===== src/rtl/core_seq_ctrl.sv =====
// core_seq_ctrl: multi-cycle sequencer for the RISC-V core.
//
// Each instruction walks FETCH -> [FETCH_WAIT] -> DECODE -> {MEM [MEM_WAIT] | FENCE | -} -> WB,
// or stops in HALT (sticky until rst). The strobes are decoded from the registered state
// only. dmem_wen is a register that is loaded in DECODE and is visible during MEM alone.
//
// Parameters:
//   IMEM_WAIT    extra cycles after the imem read strobe (0..15)
//   DMEM_WAIT    extra cycles after the dmem strobe (0..15)
//   FENCE_CYCLES cycles spent draining a FENCE (1..15)
//   CNT_W        width of cycle_cnt / instret_cnt (both wrap)
//
// Ports:
//   clk, rst          clock, asynchronous active-high reset
//   halt_req, ld, st, br, fence, wen_dmem_dec
//                     decoder inputs, sampled in DECODE only
//   step              single-step advance pulse (optional feature)
//   imem_rden, pc_wen, regf_wen, dmem_rden, dmem_wen
//                     memory / PC / register-file strobes
//   halted            core stopped
//   cycle_cnt         cycles since reset, frozen while halted
//   instret_cnt       retired instructions
//
// Optional feature (macro SINGLE_STEP_EN): WB parks in PAUSE, and a step pulse releases
// exactly one further instruction. Without the macro, step is ignored and PAUSE is not built.

module core_seq_ctrl #(
  parameter int unsigned IMEM_WAIT    = 1,
  parameter int unsigned DMEM_WAIT    = 1,
  parameter int unsigned FENCE_CYCLES = 2,
  parameter int unsigned CNT_W        = 32
) (
  input  logic             clk,
  input  logic             rst,
  input  logic             halt_req,
  input  logic             ld,
  input  logic             st,
  input  logic             br,
  input  logic             fence,
  input  logic [3:0]       wen_dmem_dec,
  input  logic             step,
  output logic             imem_rden,
  output logic             pc_wen,
  output logic             regf_wen,
  output logic             dmem_rden,
  output logic [3:0]       dmem_wen,
  output logic             halted,
  output logic [CNT_W-1:0] cycle_cnt,
  output logic [CNT_W-1:0] instret_cnt
);

  typedef enum logic [3:0] {
    StIdle,
    StFetch,
    StFetchWait,
    StDecode,
    StMem,
    StMemWait,
    StFence,
    StWb,
    StHalt
`ifdef SINGLE_STEP_EN
    , StPause
`endif
  } state_e;

  // Wait counters count down to zero, so they are loaded with (cycles - 1).
  localparam logic [3:0] ImemLoad  = 4'((IMEM_WAIT > 0) ? IMEM_WAIT - 1 : 0);
  localparam logic [3:0] DmemLoad  = 4'((DMEM_WAIT > 0) ? DMEM_WAIT - 1 : 0);
  localparam logic [3:0] FenceLoad = 4'((FENCE_CYCLES > 0) ? FENCE_CYCLES - 1 : 0);

  state_e           state_q, state_d;
  logic [3:0]       wait_q, wait_d;
  logic [3:0]       dmem_wen_q, dmem_wen_d;
  logic             is_load_q, is_load_d;
  logic             regf_cls_q, regf_cls_d;
  logic [CNT_W-1:0] cycle_cnt_q, instret_cnt_q;

  // ld together with st counts as a load.
  logic is_store;
  assign is_store = st && !ld;

`ifndef SINGLE_STEP_EN
  logic unused_step;
  assign unused_step = step;
`endif

  always_comb begin
    state_d    = state_q;
    wait_d     = wait_q;
    dmem_wen_d = '0;
    is_load_d  = is_load_q;
    regf_cls_d = regf_cls_q;
    unique case (state_q)
      StIdle: state_d = StFetch;
      StFetch: begin
        if (IMEM_WAIT > 0) begin
          state_d = StFetchWait;
          wait_d  = ImemLoad;
        end else begin
          state_d = StDecode;
        end
      end
      StFetchWait: begin
        if (wait_q == 4'd0) state_d = StDecode;
        else                wait_d  = wait_q - 4'd1;
      end
      StDecode: begin
        is_load_d  = ld;
        regf_cls_d = !(is_store || br || fence);
        if (halt_req) begin
          state_d = StHalt;
        end else if (fence) begin
          state_d = StFence;
          wait_d  = FenceLoad;
        end else if (ld || st) begin
          state_d = StMem;
          // Load the enables only for a real store so they appear in MEM and nowhere else.
          if (is_store) dmem_wen_d = wen_dmem_dec;
        end else begin
          state_d = StWb;
        end
      end
      StMem: begin
        if (DMEM_WAIT > 0) begin
          state_d = StMemWait;
          wait_d  = DmemLoad;
        end else begin
          state_d = StWb;
        end
      end
      StMemWait: begin
        if (wait_q == 4'd0) state_d = StWb;
        else                wait_d  = wait_q - 4'd1;
      end
      StFence: begin
        if (wait_q == 4'd0) state_d = StWb;
        else                wait_d  = wait_q - 4'd1;
      end
`ifdef SINGLE_STEP_EN
      StWb:    state_d = StPause;
      StPause: if (step) state_d = StFetch;
`else
      StWb:    state_d = StFetch;
`endif
      StHalt:  state_d = StHalt;
      default: state_d = StIdle;
    endcase
  end

  always_ff @(posedge clk or posedge rst) begin
    if (rst) begin
      state_q       <= StIdle;
      wait_q        <= '0;
      dmem_wen_q    <= '0;
      is_load_q     <= 1'b0;
      regf_cls_q    <= 1'b0;
      cycle_cnt_q   <= '0;
      instret_cnt_q <= '0;
    end else begin
      state_q    <= state_d;
      wait_q     <= wait_d;
      dmem_wen_q <= dmem_wen_d;
      is_load_q  <= is_load_d;
      regf_cls_q <= regf_cls_d;
      // The cycle that enters HALT is still counted; the counter freezes afterwards.
      if (state_q != StHalt) cycle_cnt_q <= cycle_cnt_q + CNT_W'(1);
      if (state_q == StWb)   instret_cnt_q <= instret_cnt_q + CNT_W'(1);
    end
  end

  always_comb begin
    imem_rden = 1'b0;
    pc_wen    = 1'b0;
    regf_wen  = 1'b0;
    dmem_rden = 1'b0;
    halted    = 1'b0;
    unique case (state_q)
      StFetch: imem_rden = 1'b1;
      StMem:   dmem_rden = is_load_q;
      StWb: begin
        pc_wen   = 1'b1;
        regf_wen = regf_cls_q;
      end
      StHalt:  halted = 1'b1;
      default: ;
    endcase
  end

  assign dmem_wen    = dmem_wen_q;
  assign cycle_cnt   = cycle_cnt_q;
  assign instret_cnt = instret_cnt_q;

endmodule


===== config.mk =====
export PLATFORM = sky130hd
export DESIGN_NAME = core_seq_ctrl
export DESIGN_NICKNAME = d
export VERILOG_FILES = /design/src/rtl/core_seq_ctrl.sv
export SDC_FILE = /design/constraint.sdc
export NUM_CORES = 1
export LEC_CHECK = 0
export ABC_CLOCK_PERIOD_IN_PS = 2750
export CAP_MARGIN = 0
export CORE_MARGIN = 3
export CORE_UTILIZATION = 50
export CTS_BUF_LIST = sky130_fd_sc_hd__clkbuf_16
export CTS_CLUSTER_SIZE = 10
export DETAILED_ROUTE_END_ITERATION = 6
export HOLD_SLACK_MARGIN = 0.15
export PLACE_DENSITY = 0.86
export SYNTH_ARGS = -nofsm -noshare
export SYNTH_HDL_FRONTEND = slang
export SYNTH_SLANG_ARGS = --single-unit

===== constraint.sdc =====
create_clock -name clk -period 2.75 [get_ports clk]
set_input_delay 0.55 -clock clk [delete_from_list [all_inputs] [get_ports clk]]
set_output_delay 0.55 -clock clk [all_outputs]
set_load 0.005 [all_outputs]

==> results_dict.tcl <==
set metrics [dict create \
    overflow 0 \
    netlist_area_um2 3700 \
    cts_resized 0 \
    synth.distinct_cells 46 \
    grtUsageTotal 0.212 \
    cts_tree "yes" \
    rows 30 \
    syn-num-nets 359 \
    synth_edf_count 0 \
    maxCapViolCount 0 \
    cts.sinks 78 \
    post_cts_buffers 0 \
    multi_input_area_um2 1680 \
    ys.flop_type "dfrtp_1" \
    drive_gt1_frac 0.0771 \
    firstDrtPassIters 4 \
    outcome "finished, final reports clean" \
    die_x_um 92.0 \
    boundaryPins 85 \
    skew_ns 0.00737 \
    synth-async-reset-ratio 1.00 \
    maxSlewViolCount 0 \
    h-tree-depth 3 \
    hp-class "flop to flop" \
    clockBufferDepth 2 \
    vdd_ir_drop_max_uv 576 \
    drc 0 \
    power_density_nw_per_um2 729 \
    drt-total-wl_um 8340 \
    core_region_area_um2 6980 \
    dieArea_um2 8470 \
    drt_iter0_drc 106 \
    regArea_um2 1950 \
    fill_cells 524 \
    placed_area_um2 4680 \
    rsz0062_at_grt "no" \
    area_growth_pct 34.9 \
    netlist_instances 344 \
    gp_congestion 0.850 \
    fp.dieH_um 92.0 \
    worst_ep_arrival_time_ns 2.05 \
    path_max_fanout 6 \
    ys_warn_count 0 \
    antenna_found_initial 0 \
    worst_slew_pin_slew_ns 0.819 \
    start_util 0.530 \
    final_antenna_net_count 0 \
    cts_root_buf "clkbuf_16" \
    cp-start-kind "flop" \
    avgSynthCellArea_um2 10.8 \
    layout_commonest_cell "clkdlybuf4s50_1" \
    n_antenna_cell 0 \
    final_cell_mix "clkdlybuf4s50_1, dfrtp_1, xnor2_1" \
    rrSetupSlack_ns 0.73 \
    cts.clk_slew.worst_paths_ns 0.06 \
    grt_max_degree 37 \
    ys_ff_latch 78 \
    fin_crit_ns 2.60 \
    tns_ns 0 \
    fin_area_um2 4990 \
    wl_per_cell_um 15.5 \
    cts_hold_buffers 0 \
    max_freq_mhz 385 \
    slew_headroom 0.449 \
    vias_per_cell 5.47 \
    worst-setup-path-type "flop to output pin" \
    p_leak_nw 2.20 \
    portBuffers 83 \
    cts_buffers 9 \
    yosysSeqAreaShare 0.527 \
    clk_latency_ns 0.33 \
    nets 451 \
    setup_viol 0 \
    period_share 0.945 \
    grt_pass1_wl_um 14400 \
    grt_pass1_vias 2931 \
    hold_viol 0 \
    required_ns 2.20 \
    detailed_place_hpwl_um 5980 \
    worst_setup_path_end_kind "output pin" \
    vias 2937 \
]
==> cell type report <==
class,instances,area share
inverters,10,0.00752
well taps,96,0.0241
repair buffers,89,0.178
flip-flops and latches,78,0.391
multi-input cells,248,0.336
clock inverters,7,0.0178
clock buffers,9,0.0451
==> power by group <==
part           total (mW)  switching, mW  internal, mW
combinational       0.950          0.475         0.475
sequential           1.45          0.158          1.29
clock                1.24          0.452         0.787
==> metal layers <==
metal | GRT usage | vias up | part of all wire
li1 | - | 1402 | -
met1 | 0.273 | 1434 | 0.41
met4 | 0.0767 | 0 | 0.015
met5 | 0 | - | 0
met3 | 0.0484 | 12 | 0.056
met2 | 0.352 | 89 | 0.52
==> flip-flops by register name, summed over array words and instances, names as in the netlist <==
register and count:
regf_cls_q 1, instret_cnt 32, is_load_q 1, cycle_cnt 32
wait_q 4, state_q 4, dmem_wen 4
==> synth_stat cells (2+ instances only) <==
master | instances | area, µm²
dfrtp_1 | 78 | 1950
xnor2_1 | 47 | 412
nand2_1 | 34 | 128
nand3_1 | 25 | 125
nand4_1 | 23 | 144
xor2_1 | 15 | 131
and3_1 | 14 | 87.6
nor2_1 | 14 | 52.6
inv_1 | 10 | 37.5
nor3_1 | 10 | 50.1
and2_1 | 8 | 50.1
and4_1 | 6 | 52.6
a21oi_1 | 5 | 25.0
clkbuf_1 | 5 | 18.8
nor4_1 | 5 | 31.3
nand2b_1 | 4 | 25.0
ha_1 | 3 | 37.5
o21ai_0 | 3 | 15.0
o41ai_1 | 3 | 26.3
or3_1 | 3 | 18.8
a211oi_1 | 2 | 15.0
nor4_4 | 2 | 42.5
or3b_2 | 2 | 17.5
==> critical path: stages (launching register included) <==
cell and delay [ns]:
dfrtp_1 0.37, or4b_1 0.64, inv_2 0.18, clkdlybuf4s50_1 0.52
==> through the flow <==
stage	utilization	power, mW	hold slack (ns)	instances	setup WS [ns]
2_1_floorplan	-	2.03	0.435	344	0.205
3_3_place_gp	0.670	2.37	0.459	521	0.341
3_5_place_dp	0.670	2.42	0.464	521	0.320
4_1_cts	0.715	3.67	0.471	537	0.0573
5_1_grt	0.715	3.86	0.492	537	0.0449
6_report	0.715	3.64	0.470	537	0.150
==> cells by family (layout without fill, tap and decap cells) <==
logic type	after synthesis	after routing	share of synthesized area
xor+xnor	62	62	0.147
simple gates	161	161	0.254
buf+inv	18	115	0.0189
fa+ha+maj	3	3	0.0101
flops	78	78	0.527
compound gates	21	21	0.0396
mux	1	1	0.00304
==> final timing paths <==
kind                          startpoint              end  depth (start not counted)
max reg2reg                   state_q[3]  instret_cnt[24]                          5
min reg2reg                cycle_cnt[31]    cycle_cnt[31]                          1
min                        cycle_cnt[31]    cycle_cnt[31]                          1
max in group asynchronous            rst    cycle_cnt[27]                          3
max                           state_q[2]           halted                          3
min in group asynchronous            rst        is_load_q                          2
(Power assumes the default switching activity.)
